File: config.mk
export PLATFORM = sky130hd
export DESIGN_NAME = id_ex_operand_stage
export DESIGN_NICKNAME = d
export VERILOG_FILES = /design/src/rtl/id_ex_operand_stage.sv
export SDC_FILE = /design/constraint.sdc
export NUM_CORES = 1
export LEC_CHECK = 0
export CORE_MARGIN = 4
export CORE_UTILIZATION = 48
export DETAILED_ROUTE_END_ITERATION = 12
export GPL_ROUTABILITY_DRIVEN = 1
export PLACE_DENSITY = 0.88
export SYNTH_ARGS = -nofsm -noshare
export SYNTH_HDL_FRONTEND = slang
export SYNTH_SLANG_ARGS = --single-unit
File: constraint.sdc
create_clock -name CLK -period 4.8 [get_ports CLK]
set_input_delay 0.48 -clock CLK [delete_from_list [all_inputs] [get_ports CLK]]
set_output_delay 0.48 -clock CLK [all_outputs]
set_load 0.02 [all_outputs]
File: src/rtl/id_ex_operand_stage.sv
// ID/EX pipeline register with EX/MEM and MEM/WB operand forwarding,
// ALU operand selection and load-use hazard detection.
module id_ex_operand_stage #(
    parameter int unsigned WORD_W = 32,
    parameter int unsigned REG_W  = 5
) (
    input  logic              CLK,
    input  logic              RST,
    input  logic              id_valid,
    input  logic [3:0]        id_alu_op,
    input  logic [REG_W-1:0]  id_rs,
    input  logic [REG_W-1:0]  id_rt,
    input  logic [REG_W-1:0]  id_wsel,
    input  logic [WORD_W-1:0] id_rdat1,
    input  logic [WORD_W-1:0] id_rdat2,
    input  logic [15:0]       id_imm16,
    input  logic [4:0]        id_shamt,
    input  logic [1:0]        id_ext_op,
    input  logic              id_asrc,
    input  logic              id_bsrc,
    input  logic              id_regwrite,
    input  logic              id_memread,
    input  logic              stall,
    input  logic              flush,
    input  logic              exmem_regwrite,
    input  logic [REG_W-1:0]  exmem_wsel,
    input  logic [WORD_W-1:0] exmem_result,
    input  logic              memwb_regwrite,
    input  logic [REG_W-1:0]  memwb_wsel,
    input  logic [WORD_W-1:0] memwb_wdat,
    output logic              ex_valid,
    output logic              ex_regwrite,
    output logic              ex_memread,
    output logic [3:0]        ex_alu_op,
    output logic [REG_W-1:0]  ex_wsel,
    output logic [WORD_W-1:0] port_a,
    output logic [WORD_W-1:0] port_b,
    output logic [WORD_W-1:0] ex_store_data,
    output logic              load_use_hazard
);

    typedef enum logic [3:0] {
        ALU_SLL = 4'd0,
        ALU_SRL = 4'd1,
        ALU_ADD = 4'd2,
        ALU_SUB = 4'd3
    } aluop_t;

    typedef enum logic [1:0] {
        EXT_ZERO = 2'b00,
        EXT_SIGN = 2'b01,
        EXT_LUI  = 2'b10,
        EXT_RSVD = 2'b11
    } ext_t;

    logic [REG_W-1:0]  rs_q, rt_q;
    logic [WORD_W-1:0] rdat1_q, rdat2_q, imm_q;
    logic [4:0]        shamt_q;
    logic              asrc_q, bsrc_q;
    logic [WORD_W-1:0] imm_ext, fa, fb;

    always_comb begin
        imm_ext = WORD_W'(id_imm16);
        case (ext_t'(id_ext_op))
            EXT_SIGN: imm_ext = WORD_W'($signed(id_imm16));
            EXT_LUI:  imm_ext = WORD_W'({id_imm16, 16'h0000});
            default:  imm_ext = WORD_W'(id_imm16);
        endcase
    end

    always_ff @(posedge CLK) begin
        if (RST || flush || (!stall && !id_valid)) begin
            ex_valid    <= 1'b0;
            ex_regwrite <= 1'b0;
            ex_memread  <= 1'b0;
            ex_alu_op   <= ALU_SLL;
            ex_wsel     <= '0;
            rs_q        <= '0;
            rt_q        <= '0;
            rdat1_q     <= '0;
            rdat2_q     <= '0;
            imm_q       <= '0;
            shamt_q     <= '0;
            asrc_q      <= 1'b0;
            bsrc_q      <= 1'b0;
        end else if (stall) begin
            // Capture forwarded values so a producer retiring mid-stall is not lost.
            rdat1_q <= fa;
            rdat2_q <= fb;
        end else begin
            ex_valid    <= 1'b1;
            ex_regwrite <= id_regwrite;
            ex_memread  <= id_memread;
            ex_alu_op   <= id_alu_op;
            ex_wsel     <= id_wsel;
            rs_q        <= id_rs;
            rt_q        <= id_rt;
            rdat1_q     <= id_rdat1;
            rdat2_q     <= id_rdat2;
            imm_q       <= imm_ext;
            shamt_q     <= id_shamt;
            asrc_q      <= id_asrc;
            bsrc_q      <= id_bsrc;
        end
    end

    always_comb begin
        fa = rdat1_q;
        if (exmem_regwrite && exmem_wsel == rs_q && rs_q != '0)
            fa = exmem_result;
        else if (memwb_regwrite && memwb_wsel == rs_q && rs_q != '0)
            fa = memwb_wdat;

        fb = rdat2_q;
        if (exmem_regwrite && exmem_wsel == rt_q && rt_q != '0)
            fb = exmem_result;
        else if (memwb_regwrite && memwb_wsel == rt_q && rt_q != '0)
            fb = memwb_wdat;
    end

    assign port_a        = asrc_q ? WORD_W'(shamt_q) : fa;
    assign port_b        = bsrc_q ? imm_q : fb;
    assign ex_store_data = fb;

    assign load_use_hazard = ex_valid & ex_memread & (ex_wsel != '0) & id_valid &
                             ((id_rs == ex_wsel) | ((id_rt == ex_wsel) & ~id_bsrc));

endmodule

## Word level (Yosys, flattened, before mapping)

Index checks and enable logic that the tools add are counted.

- Flip-flop bits (word level): 125
- Input bits: 191
- Output and inout port bits: 109

- Eq/ne operators: 8
- Mux-type cells: 9
- Bitwise gates (word level): 7
- Reduce and logical (&&, ||, !) cells: 16

Operators with widths:

| cell | count |
|---|---|
| two-way mux 32 bit | 8 |
| one-hot mux 32 bit (2 select lines) | 1 |
| == test 5 bit | 6 |
| nonzero test 5 bit | 3 |
| logical AND 1 bit | 9 |
| AND 1 bit | 5 |
| == test 2 x 1 -> 1 bit (second input constant) | 1 |
| == test 2 bit (second input constant) | 1 |
| logical NOT 1 bit | 2 |
| logical OR 1 bit | 2 |
| NOT 1 bit | 1 |
| bitwise OR 1 bit | 1 |

## Logic depth before layout (Yosys ltp)

Gate-level depths: netlist (run 1).

- Depth after elaboration: 6
- Depth in mapped cells: 9
- Gate-level depth less buffers: 6

## Worst setup path before layout (run 1)

No wires, ideal clock.

- Kind: input -> output
- Start point: input memwb_wsel[2]
- End point: output port_a[20]
- Data arrival time: 2.312 ns
- Data required time: 4.320 ns
- Slack: 2.008 ns
- Stages: 6
- Cell sequence: xor2_1 -> a211oi_1 -> nand2_2 -> buf_4 -> mux2i_1 -> a211oi_1

- Word-level cells in the longest chain between the ends: 6

RTL lines:

| element | line | source |
|---|---|---|
| start: declaration | 29 | `input logic [REG_W-1:0] memwb_wsel,` |
| == test 5 bit | 111 | `else if (memwb_regwrite && memwb_wsel == rs_q && rs_q != '0)` |
| logical AND 1 bit (2 in series) | 111 |  |
| two-way mux 32 bit | 111 |  |
| two-way mux 32 bit | 109 | `if (exmem_regwrite && exmem_wsel == rs_q && rs_q != '0)` |
| two-way mux 32 bit | 121 | `assign port_a = asrc_q ? WORD_W'(shamt_q) : fa;` |
| end: declaration | 36 | `output logic [WORD_W-1:0] port_a,` |

Every way passes these cells.

## Worst setup path after layout (run 1)

- Start point: input memwb_wsel[4]
- End point: output port_a[26]

Same word-level chain as after synthesis.

==> impl_metrics.json, run 1 <==
{
  "seq_area_sq_um": 2500,
  "setup_slack_ns": 0.565,
  "cp.required_ns": 4.32,
  "hp-class": "reg -> reg",
  "gp_congestion": 1.01,
  "post_cts_buffers": 0,
  "max_slew_margin_pct": 22.0,
  "fillers": 1159,
  "leakage_nw": 4.17,
  "grt_max_degree": 88,
  "skew_ns": 0.00682,
  "cts_root_buf": "clkbuf_16",
  "seqPwrFrac_pct": 36.3,
  "start_kind": "primary input",
  "first_pass_iters": 6,
  "num_rows": 45,
  "holdWs_ns": 0.493,
  "ios": 300,
  "switching_power_uw": 795,
  "dr.first_iter.drc_count": 1303,
  "cap_violations": 0,
  "ys_async_sr_fraction_pct": 0,
  "core_sq_um": 15300,
  "power_density_nw_per_um2": 268,
  "syn_area_sq_um": 7490,
  "worstSetupPathType": "in -> out",
  "p_int_mw": 2.19,
  "cts.clk_slew.worst_paths_ns": 0.06,
  "timing.final.max_slew_violations": 0,
  "yosysWarnings": 0,
  "cts_buffer_depth": 2,
  "clk_latency_ns": 0.42,
  "end_kind": "output pin",
  "start_util_pct": 49.1,
  "final_nets": 1350,
  "crit_arrival_ns": 3.76,
  "synth-edff-count": 0,
  "cts_tree": "done",
  "via_per_inst": 6.36,
  "die_w_microns": 133,
  "combPwrFrac_pct": 18.5,
  "die_h_microns": 133,
  "drive_gt1_share_pct": 7.44,
  "grt_pass1_wl_microns": 49000,
  "final_common_cell": "clkdlybuf4s50_1",
  "hold_buffers": 0,
  "cts_resized": 0,
  "syn2layout_area_growth_pct": 48.5,
  "yosys.cell_types.count": 50,
  "clkPwrFrac_pct": 45.2,
  "htreeDepth": 4,
  "dp_hpwl_microns": 23400,
  "yosys_most_used_dff": "dfxtp_1",
  "yosys-top-cells-area": "dfxtp_1 33%, mux2i_1 7.3%, nor2_1 5.3%, a211oi_1 3.5%, mux2_2 3.5%",
  "grt_pass1_vias": 8331,
  "syn_inst": 912,
  "dr_total_vias": 8790,
  "routedWlPerCell_microns": 23.4,
  "multi_input_area_sq_um": 4560,
  "status": "finished clean",
  "ys_ff_latch": 125,
  "min_period_ns": 4.24,
  "route.detailed.drc": 0,
  "rsz0062_at_grt": "no",
  "grtUsageTotal_pct": 35.2,
  "sw_frac_of_total_pct": 26.6,
  "synth-seq-area-share_pct": 33.4,
  "peakVddDrop_mv": 0.299,
  "tightest_slew_ns": 1.17,
  "finalSetupTns_ns": 0,
  "clock_sinks": 125,
  "hold_viol": 0,
  "postSynthAreaPerCell_sq_um": 8.22,
  "grt_overflow": 0,
  "power_mw": 2.98,
  "drt-total-wl_microns": 32400,
  "port_buffers": 299,
  "final_cell_mix": "298 x clkdlybuf4s50_1, 124 x dfxtp_1, 106 x nor2_1",
  "final_util_pct": 72.9,
  "cts_buffers": 17,
  "synthesis.nets": 1105,
  "crit_path_max_fanout": 17,
  "setup_violations": 0,
  "fin_crit_sh_pct": 88.2,
  "fmax_ghz": 0.236,
  "ant_nets": 0,
  "netlist.area_leader.share_pct": 33.4,
  "antenna_found_initial": 0,
  "pre_cts_ws_ns": 0.654,
  "die-area_sq_um": 17700,
  "yosysTopAreaCell": "dfxtp_1"
}
-- flip-flops by register name, indices dropped and copies added (netlist names) --
signal / flops
asrc_q: 1
bsrc_q: 1
ex_alu_op: 4
ex_memread: 1
ex_regwrite: 1
ex_valid: 1
ex_wsel: 5
imm_q: 32
rdat1_q: 32
rdat2_q: 32
rs_q: 5
rt_q: 5
shamt_q: 5
-- area by class of cell --
class                           instances  share of cell area, %
Multi-Input combinational cell        687                   41.0
Timing Repair Buffer                  319                   28.3
Sequential cell                       125                   22.5
Clock buffer                           21                   4.14
Tap cell                              211                   2.37
Clock inverter                         11                   1.41
Inverter                                7                  0.236
Antenna cell                            2                 0.0450
-- synthesized netlist by cell type, drive strengths merged (11+ instances only) --
cell type / number
a21oi: 11
o21a: 33
o211ai: 26
a31oi: 29
nor2: 106
nand2: 41
o21ai: 42
nor3: 28
mux2i: 55
a21boi: 11
a22oi: 31
xor2: 14
buf: 27
nor2b: 26
xnor2: 16
nand4: 24
a32oi: 13
mux2: 26
clkbuf: 66
a211oi: 35
a311oi: 26
dfxtp: 125
nand3: 51
-- power by group through the flow --
stage	Clock, mW	Sequential, mW	Combinational (mW)
6_report	1.35	1.08	0.552
5_1_grt	1.41	1.09	0.579
4_1_cts	1.35	1.08	0.543
3_5_place_dp	0	1.11	0.538
3_3_place_gp	0	1.10	0.533
2_1_floorplan	0	1.10	0.237
-- metal layers --
layer	up-vias	global-route usage, %	wire (microns)
met5	-	0	0
met4	0	12.8	1140
met3	89	9.89	3830
met2	632	54.5	14600
met1	4155	46.9	12800
li1	3914	-	-
-- path summary, 6_finish.rpt --
kind | depth (start not counted) | to | slack, ns | startpoint
worst min-delay path | 2 | ex_alu_op[2] | 0.49 | ex_alu_op[2]
worst min register to register | 2 | ex_alu_op[2] | 0.49 | ex_alu_op[2]
worst max-delay path | 8 | port_a[26] | 0.56 | memwb_wsel[4]
worst max register to register | 7 | rdat1_q[22] | 1.82 | rs_q[0]
-- metrics by stage --
step / cells / area, sq um
6_report: 1383 / 11100
5_1_grt: 1381 / 11100
4_1_cts: 1381 / 11100
3_5_place_dp: 1349 / 10500
3_3_place_gp: 1349 / 10500
2_1_floorplan: 912 / 7490
-- worst max-delay path: stages --
cell and delay (ns):
clkdlybuf4s50_1 0.45, xor2_1 0.17, nor4_2 0.61, nand2_2 0.55, buf_4 0.39, mux2i_1 0.15
a211oi_1 0.26, clkdlybuf4s50_1 0.68
-- kinds of logic (layout without fill, tap and decap cells) --
| group | after synthesis | after routing | share of synthesized area (%) |
|---|---|---|---|
| buffers and inverters | 100 | 358 | 5.94 |
| other | 0 | 2 | 0 |
| adder cells (fa/ha/maj) | 2 | 2 | 0.334 |
| flip-flops | 125 | 125 | 33.4 |
| AO/OA/AOI/OAI | 276 | 276 | 26.6 |
| AND/OR/NAND/NOR | 298 | 298 | 18.9 |
| XOR/XNOR | 30 | 30 | 3.51 |
| multiplexers | 81 | 81 | 11.3 |
Note: power is estimated with default switching activity, not from simulation.
==> run 2: changes to the inputs <==
--- a/config.mk
+++ b/config.mk
@@ -5,6 +5,8 @@
 export SDC_FILE = /design/constraint.sdc
 export NUM_CORES = 1
 export LEC_CHECK = 0
+export ABC_AREA = 0
+export CORE_ASPECT_RATIO = 0.9
 export CORE_MARGIN = 4
 export CORE_UTILIZATION = 48
 export DETAILED_ROUTE_END_ITERATION = 12
==> run 2 against run 1 <==
Against the previous run:
- via count down 0.82%
- total power decreased by 1.0%
- die area is essentially flat
- register-to-register slack better by 0.43 ns
- routed wire length fell by 2.5%
- sequential share of layout area increased by 0.12 points
- highest routed layer is now met5
- sequential power hardly changed
- non-clock buffer count shrank 3
- clock-buffer cell count decreased by 2
- final cell count fell by 0.94%
- combinational power fell by 1%
==> impl_metrics.json, run 2 (same netlist as run 1, synthesis figures left out) <==
{
  "status": "finished clean",
  "htreeDepth": 4,
  "ios": 300,
  "max_slew_margin_pct": 22.9,
  "hp-class": "reg -> reg",
  "route.detailed.drc": 0,
  "hold_buffers": 0,
  "gp_congestion": 1.04,
  "hold_viol": 0,
  "routedWlPerCell_microns": 23.0,
  "r2r-start": "rs_q[0]",
  "cts_resized": 0,
  "fin_crit_sh_pct": 86.2,
  "dr.first_iter.drc_count": 1030,
  "leakage_nw": 4.15,
  "peakVddDrop_mv": 0.260,
  "cp.required_ns": 4.32,
  "cp_cell_sequence": "clkdlybuf4s50_1, xor2_1, a211oi_1, nand2_2, buf_4, mux2i_1, a211oi_1, clkdlybuf4s50_1",
  "holdPathEnd": "ex_alu_op[0]",
  "grtUsageTotal_pct": 33.8,
  "drive_gt1_share_pct": 7.28,
  "cts_tree": "done",
  "multi_input_area_sq_um": 4560,
  "port_buffers": 299,
  "final_nets": 1347,
  "holdWs_ns": 0.492,
  "crit_family": "buffers and inverters",
  "rr_worst_depth": 6,
  "r2r_slack_ns": 2.25,
  "rsz0062_at_grt": "no",
  "worstSetupPathType": "in -> out",
  "cts_buffers": 17,
  "power_density_nw_per_um2": 267,
  "via_per_inst": 6.36,
  "crit_arrival_ns": 3.66,
  "largestRegisters": "imm_q: 32 flops, rdat1_q: 32 flops, rdat2_q: 32 flops",
  "clock_sinks": 125,
  "grt_pass1_vias": 8232,
  "ant_nets": 0,
  "clk_latency_ns": 0.42,
  "tightest_slew_ns": 1.15,
  "grt_pass1_wl_microns": 47500,
  "reg2reg_to": "rdat1_q[25]",
  "post_cts_buffers": 0,
  "crit_path_max_fanout": 18,
  "skew_ns": 0.00775,
  "cts_buffer_depth": 2,
  "cpPeakStageDelay_ns": 0.66,
  "final_common_cell": "clkdlybuf4s50_1",
  "dr_total_vias": 8718,
  "crit_slowest_cell": "clkdlybuf4s50_1",
  "holdCritStartpoint": "ex_alu_op[0]",
  "grt_overflow": 0,
  "fmax_ghz": 0.242,
  "pre_cts_ws_ns": 0.738,
  "cap_violations": 0,
  "core_sq_um": 15400,
  "first_pass_iters": 7,
  "final_cell_mix": "298 x clkdlybuf4s50_1, 124 x dfxtp_1, 106 x nor2_1",
  "start_kind": "primary input",
  "cts.clk_slew.worst_paths_ns": 0.06,
  "syn2layout_area_growth_pct": 47.7,
  "cts_root_buf": "clkbuf_16",
  "whs_path_depth": 2,
  "drt-total-wl_microns": 31600,
  "die_w_microns": 140,
  "fillers": 1197,
  "start_util_pct": 48.7,
  "cp_num_buf_inv": 3,
  "die-area_sq_um": 17700,
  "end_kind": "output pin",
  "finalSetupTns_ns": 0,
  "num_rows": 43,
  "antenna_found_initial": 2,
  "die_h_microns": 127,
  "min_period_ns": 4.14,
  "dp_hpwl_microns": 22900,
  "setup_slack_ns": 0.662,
  "timing.final.max_slew_violations": 0,
  "seq_area_sq_um": 2500,
  "setup_violations": 0,
  "grt_max_degree": 72
}
## run 2: cell types whose count changed in the layout (fill, tap and decap cells not counted), sizes merged
cell	previous run	this run
inv	10	8
clkinv	2	5
buf	21	18
clkinvlp	3	4
diode	2	1
clkbuf	21	19
## run 2: routing by layer
layer	GRT usage, %	vias up	part of all wire (%)
met4	14.4	2	4.2
met5	0	-	0.063
li1	-	3909	-
met2	51.4	633	44
met3	10.1	102	12
met1	44.9	4072	40
## run 2: through the flow
| stage | util, % | cell area (sq um) | total power, mW | instances |
|---|---|---|---|---|
| 2_1_floorplan | - | 7490 | 1.34 | 912 |
| 3_3_place_gp | 68.0 | 10500 | 1.63 | 1337 |
| 3_5_place_dp | 68.0 | 10500 | 1.64 | 1337 |
| 4_1_cts | 71.9 | 11100 | 2.95 | 1369 |
| 5_1_grt | 72.0 | 11100 | 3.04 | 1370 |
| 6_report | 72.0 | 11100 | 2.95 | 1370 |
## run 2: power by group
part	total [mW]	leakage, nW	switching (mW)	internal (mW)
Sequential	1.08	1.01	0.0193	1.06
Clock	1.32	0.286	0.494	0.831
Combinational	0.546	2.85	0.271	0.275
Total	2.95	4.15	0.784	2.17
## run 2: worst max-delay path by stage
stage                              from         end  slack (ns)  depth (start not counted)
after floorplan           memwb_wsel[2]  port_a[20]        2.01                          6
after global placement    memwb_wsel[2]  port_a[27]        0.78                          8
after detailed placement  memwb_wsel[2]  port_a[10]        0.74                          8
after CTS                 memwb_wsel[2]  port_a[10]        0.72                          8
after global routing      memwb_wsel[2]  port_a[20]        0.54                          8
final                     memwb_wsel[2]  port_a[10]        0.66                          8
## run 2: layout make-up
class | instances | area share (%)
Multi-Input combinational cell | 687 | 41.2
Antenna cell | 1 | 0.0226
Clock inverter | 13 | 1.49
Timing Repair Buffer | 316 | 28.2
Sequential cell | 125 | 22.6
Inverter | 7 | 0.237
Clock buffer | 19 | 4.00
Tap cell | 202 | 2.28
## run 2: tightest hold or removal path: stages, from the launching register on
cell and delay [ns]:
dfxtp_1 0.32, mux2i_1 0.07, nor2_1 0.07
